`src/rtl/divmod_pkg.sv`:
```
// rtl/divmod_pkg.sv - shared state encoding and constants for the divmod arbiter
package divmod_pkg;

  typedef enum logic [1:0] {
    IDLE  = 2'd0,
    ISSUE = 2'd1,
    WAIT  = 2'd2,
    DONE  = 2'd3
  } state_t;

  localparam logic [7:0] DZ_QUOTIENT = 8'hFF;
  localparam int         CYC_W       = 9;

endpackage

```
`src/rtl/rr_pick.sv`:
```
// rtl/rr_pick.sv - combinational round-robin picker
// Grants the first set req bit searching upward from ptr+1, wrapping modulo N.
module rr_pick #(
  parameter int N   = 4,
  parameter int IDW = 2
) (
  input  logic [N-1:0]   req,
  input  logic [IDW-1:0] ptr,
  output logic           any,
  output logic [IDW-1:0] gnt_id
);

  logic [IDW-1:0] idx;

  // Scan from the farthest candidate down so the nearest one after ptr wins.
  always_comb begin
    any    = 1'b0;
    gnt_id = '0;
    idx    = '0;
    for (int k = N; k >= 1; k--) begin
      idx = IDW'((int'(ptr) + k) % N);
      if (req[idx]) begin
        any    = 1'b1;
        gnt_id = idx;
      end
    end
  end

endmodule

```
`src/rtl/divmod_arbiter.sv`:
```
// rtl/divmod_arbiter.sv - round-robin sharing of one external 8-bit divmod unit
// Divide-by-zero requests are answered locally without touching the divider.
module divmod_arbiter
  import divmod_pkg::*;
#(
  parameter int N   = 4,
  parameter int IDW = 2
) (
  input  logic             clk,
  input  logic             rst_n,
  input  logic [N-1:0]     req,
  input  logic [8*N-1:0]   req_dividend,
  input  logic [8*N-1:0]   req_divisor,
  output logic [N-1:0]     done,
  output logic             res_valid,
  output logic [IDW-1:0]   res_id,
  output logic [7:0]       res_quotient,
  output logic [7:0]       res_remainder,
  output logic             res_dz,
  output logic [8:0]       res_cycles,
  output logic             div_valid,
  output logic [7:0]       div_dividend,
  output logic [7:0]       div_divisor,
  input  logic             div_ready,
  input  logic [7:0]       div_quotient,
  input  logic [7:0]       div_remainder
);

  localparam logic [N-1:0] ONE = {{(N-1){1'b0}}, 1'b1};

  state_t           state;
  logic [IDW-1:0]   ptr;
  logic [IDW-1:0]   id;
  logic [CYC_W-1:0] cnt;
  logic [CYC_W-1:0] cnt_inc;
  logic             any;
  logic [IDW-1:0]   gnt_id;
  logic [7:0]       sel_dividend;
  logic [7:0]       sel_divisor;

  rr_pick #(.N(N), .IDW(IDW)) u_pick (
    .req    (req),
    .ptr    (ptr),
    .any    (any),
    .gnt_id (gnt_id)
  );

  always_comb begin
    sel_dividend = '0;
    sel_divisor  = '0;
    for (int i = 0; i < N; i++) begin
      if (gnt_id == IDW'(i)) begin
        sel_dividend = req_dividend[8*i +: 8];
        sel_divisor  = req_divisor[8*i +: 8];
      end
    end
  end

  assign cnt_inc = (cnt == '1) ? cnt : cnt + 1'b1;

  always_ff @(posedge clk or negedge rst_n) begin
    if (!rst_n) begin
      state         <= IDLE;
      ptr           <= IDW'(N - 1);
      id            <= '0;
      cnt           <= '0;
      done          <= '0;
      res_valid     <= 1'b0;
      res_id        <= '0;
      res_quotient  <= '0;
      res_remainder <= '0;
      res_dz        <= 1'b0;
      res_cycles    <= '0;
      div_valid     <= 1'b0;
      div_dividend  <= '0;
      div_divisor   <= '0;
    end else begin
      done      <= '0;
      res_valid <= 1'b0;
      div_valid <= 1'b0;
      case (state)
        IDLE: begin
          if (any) begin
            id           <= gnt_id;
            div_dividend <= sel_dividend;
            div_divisor  <= sel_divisor;
            if (sel_divisor == 8'd0) begin
              state         <= DONE;
              done          <= ONE << gnt_id;
              res_valid     <= 1'b1;
              res_id        <= gnt_id;
              res_quotient  <= DZ_QUOTIENT;
              res_remainder <= sel_dividend;
              res_dz        <= 1'b1;
              res_cycles    <= '0;
            end else begin
              state     <= ISSUE;
              div_valid <= 1'b1;
            end
          end
        end
        ISSUE: begin
          cnt   <= '0;
          state <= WAIT;
        end
        WAIT: begin
          cnt <= cnt_inc;
          if (div_ready) begin
            state         <= DONE;
            done          <= ONE << id;
            res_valid     <= 1'b1;
            res_id        <= id;
            res_quotient  <= div_quotient;
            res_remainder <= div_remainder;
            res_dz        <= 1'b0;
            res_cycles    <= cnt_inc;
          end
        end
        DONE: begin
          ptr   <= id;
          state <= IDLE;
        end
        default: state <= IDLE;
      endcase
    end
  end

  // Client and divider protocol checks; violations are flagged, not corrected.
  a_ready_in_wait: assert property (@(posedge clk) disable iff (!rst_n)
    div_ready |-> state == WAIT);

  for (genvar g = 0; g < N; g++) begin : g_req_chk
    a_req_held: assert property (@(posedge clk) disable iff (!rst_n)
      $fell(req[g]) |-> $past(done[g]));
  end

endmodule

```
`config.mk`:
```
export PLATFORM = sky130hd
export DESIGN_NAME = divmod_arbiter
export DESIGN_NICKNAME = d
export VERILOG_FILES = /design/src/rtl/divmod_pkg.sv /design/src/rtl/rr_pick.sv /design/src/rtl/divmod_arbiter.sv
export SDC_FILE = /design/constraint.sdc
export NUM_CORES = 1
export LEC_CHECK = 0
export ABC_AREA = 1
export CAP_MARGIN = 20
export CORE_MARGIN = 2
export CORE_UTILIZATION = 26
export CTS_BUF_LIST = sky130_fd_sc_hd__clkbuf_8
export CTS_CLUSTER_DIAMETER = 30
export DETAILED_ROUTE_END_ITERATION = 7
export MAX_ROUTING_LAYER = met4
export SLEW_MARGIN = 25
export SYNTH_ARGS = -nofsm -noshare
export SYNTH_HDL_FRONTEND = slang
export SYNTH_SLANG_ARGS = --single-unit
export TNS_END_PERCENT = 20
```
`constraint.sdc`:
```
create_clock -name clk -period 6.5 [get_ports clk]
set_input_delay 0.975 -clock clk [delete_from_list [all_inputs] [get_ports clk]]
set_output_delay 0.975 -clock clk [all_outputs]
set_load 0.01 [all_outputs]
```
==> impl_metrics.tcl <==
set metrics [dict create \
    initial_utilization 0.2679 \
    drt_iter0_markers 208 \
    worst-slew-pin-transition_ps 939.2 \
    fp.dieH_um 123.8 \
    hold_class "reg -> reg" \
    worstSetupEndpointType "flip-flop" \
    grt_remaining_overflow 0 \
    commonest_non_fill_non_tap_cell_in_the_layout "nand2_1" \
    synth.net_count 611 \
    post_dp_cell_area_mm2 0.005187 \
    drive_above_1_share 0.07834 \
    critical_path_class "in -> reg" \
    cts_buffers 9 \
    n_antenna_cell 0 \
    cts_tree "done" \
    unrepaired_setup_endpoints_after_global_routing "no" \
    root_cell_of_the_clock_tree "clkbuf_8" \
    static-leakage-power_nw 2.567 \
    cellPowerDensity_mw_per_mm2 511.5 \
    via_cell_ratio 4.578 \
    worst-endpoint-arrival_ps 4260 \
    stdcell_area_mm2 0.005418 \
    wire_length_of_the_first_global_routing_pass_um 18960 \
    wirelength_um 11820 \
    rr_startpoint "ptr[0]$_DFFE_PN1N_" \
    warnings_from_yosys 0 \
    gp_routability_congestion 0.7652 \
    status "complete, no violations" \
    cts.repair_timing.setup_buffer_count 0 \
    final_period_minus_worst_setup_slack_ps 3987 \
    final_max_slew_viol_count 0 \
    grt_pass1_vias 3780 \
    io_buffer_count 136 \
    fp.dieW_um 123.8 \
    wl_per_cell_um 14.22 \
    max_clock_buf_depth 2 \
    die_area_mm2 0.01533 \
    detail_route.first_pass.iterations 4 \
    final.fill_count 1395 \
    source_to_sink_clock_delay_at_the_later_pin_of_the_worst_skew_pair_ps 340 \
    floorplan.io_pins 137 \
    fin_worst_hold_slack_ps 472.7 \
    clkSinkCount 65 \
    grt_start_max_net_pins 66 \
    placeableCoreArea_mm2 0.01393 \
    synth.avg_cell_area_um2 7.180 \
    stdcell_count 831 \
    worst_ep_required_time_ps 6770 \
    fp-row-count 43 \
    synthDominantAreaCellType "dfrtp_1" \
    timing.final.hold_violations 0 \
    synthTopCellsByArea "dfrtp_1, nand2_1, nand3_1" \
    grt_use_total 0.1631 \
    postRouteAntennaNets 0 \
    detail_route.drc_violations 0 \
    fin_crit_sh 0.6133 \
    vdd_drop_max_uv 177.8 \
    post_synth_num_cell_types 28 \
    critPathLaunchType "input port" \
    worst_hold_startpoint "res_remainder[5]$_DFFE_PN0P_" \
    worstSetupStartpoint "req[2]" \
    final_core_utilization 0.3888 \
    grt_antenna_before_repair 0 \
    cts_hold_repair.buffers 0 \
    fin_worst_skew_ps 9.072 \
    postCtsResizedCells 0 \
    place.detailed.instances 815 \
    worst_setup_hold_path_clk_slew_ps 70 \
    cap_viol_max_count 0 \
    nNetsFinal 737 \
    layout_common_cells "nand2_1, clkdlybuf4s50_1, nand3_1" \
    cts_max_level 3 \
    fin_setup_tns_ps 0 \
    max_slew_margin 0.3715 \
    dp.final_hpwl_um 8708 \
    final_setup_violation_count 0 \
    worstPathMaxFanout 31 \
    synth_top_cell_area_share 0.4223 \
    flow.area_growth_from_synthesis_pct 45.11 \
    ys_ff_latch 65 \
    vias 3804 \
    area_of_the_mapped_netlist_mm2 0.003734 \
    fmax_ghz 0.2508 \
    synthCells 520 \
    synth_seq_area_share 0.4363 \
]
==> flip-flops by register name, indices dropped and copies added, names as in the netlist, 4 cells and up <==
| name | flops |
|---|---|
| res_quotient | 8 |
| done | 4 |
| res_cycles | 9 |
| div_divisor | 8 |
| res_remainder | 8 |
| div_dividend | 8 |
| cnt | 9 |
==> per-stage QoR <==
stage	total power, W	setup WS (ps)
finish	0.002771	2513
CTS	0.002804	2499
floorplan	0.001832	3829
detailed placement	0.002401	2162
global placement	0.002364	2284
global route	0.003044	2162
==> cell usage after synthesis, drive strengths merged <==
| library cell | n |
|---|---|
| nor3 | 2 |
| a21boi | 1 |
| nand3 | 78 |
| dfrtp | 63 |
| o21bai | 1 |
| nor2 | 27 |
| dfstp | 2 |
| xor2 | 2 |
| inv | 42 |
| buf | 11 |
| nand2 | 219 |
| clkbuf | 11 |
| o21ai | 26 |
| o22ai | 3 |
| a21oi | 8 |
| a31oi | 1 |
| ha | 4 |
| nand4 | 10 |
| or2 | 9 |
==> critical path, stage by stage <==
cell             delay (ps)
clkdlybuf4s50_1         490
inv_1                    50
nand2_1                  80
nand2_1                  70
nor2_1                  120
nand2_1                  60
nand2_1                  50
nand2_1                  70
nand2_2                  80
nand2_4                 190
nor2_2                  540
nand2_1                 110
nand3_1                 100
nor2_1                   60
nand2_1                 100
nor2_2                   50
nand2_1                  80
nand2_2                 370
nand2_4                 420
nand2_1                  80
nand2_1                  70
==> routing by layer <==
| metal | track usage | up-vias | wire [µm] |
|---|---|---|---|
| met1 | 0.2197 | 1771 | 5606 |
| met3 | 0.01786 | 14 | 423 |
| li1 | - | 1916 | - |
| met5 | - | - | 0 |
| met4 | 0.05682 | 0 | 187 |
| met2 | 0.2558 | 103 | 5600 |
==> layout make-up <==
class	instances	area [µm²]	area share
multi-input cells	391	1804	0.3330
flip-flops and latches	65	1629	0.3007
repair buffers	137	1366	0.2522
well taps	180	225.2	0.04157
inverters	42	162.7	0.03002
clock buffers	11	151.4	0.02794
clock inverters	5	78.83	0.01455
==> path summary, 6_finish.rpt <==
path	slack (ps)	end	cells after the start
worst max register to register	2940	res_cycles[4]$_DFFE_PN0P_	20
worst min register to register	470	res_remainder[5]$_DFFE_PN0P_	2
worst max-delay path	2510	res_cycles[4]$_DFFE_PN0P_	21
max in group asynchronous	5230	res_cycles[2]$_DFFE_PN0P_	1
min in group asynchronous	730	div_dividend[6]$_DFFE_PN0P_	1
worst min-delay path	470	res_remainder[5]$_DFFE_PN0P_	2
==> power by group <==
group / internal [W] / switching [W] / leakage [nW]
logic: 0.000618 / 0.00109 / 1.62
clock network: 0.000236 / 0.000158 / 0.113
registers: 0.000562 / 0.000102 / 0.831
==> cells by family after synthesis <==
| group | after synthesis | share of synthesized area |
|---|---|---|
| AND/OR/NAND/NOR | 345 | 0.4078 |
| flip-flops | 65 | 0.4363 |
| buffers and inverters | 64 | 0.08143 |
| AO/OA/AOI/OAI | 40 | 0.05630 |
| adder cells (fa/ha/maj) | 4 | 0.01341 |
| XOR/XNOR | 2 | 0.004693 |
(Power assumes the default switching activity.)
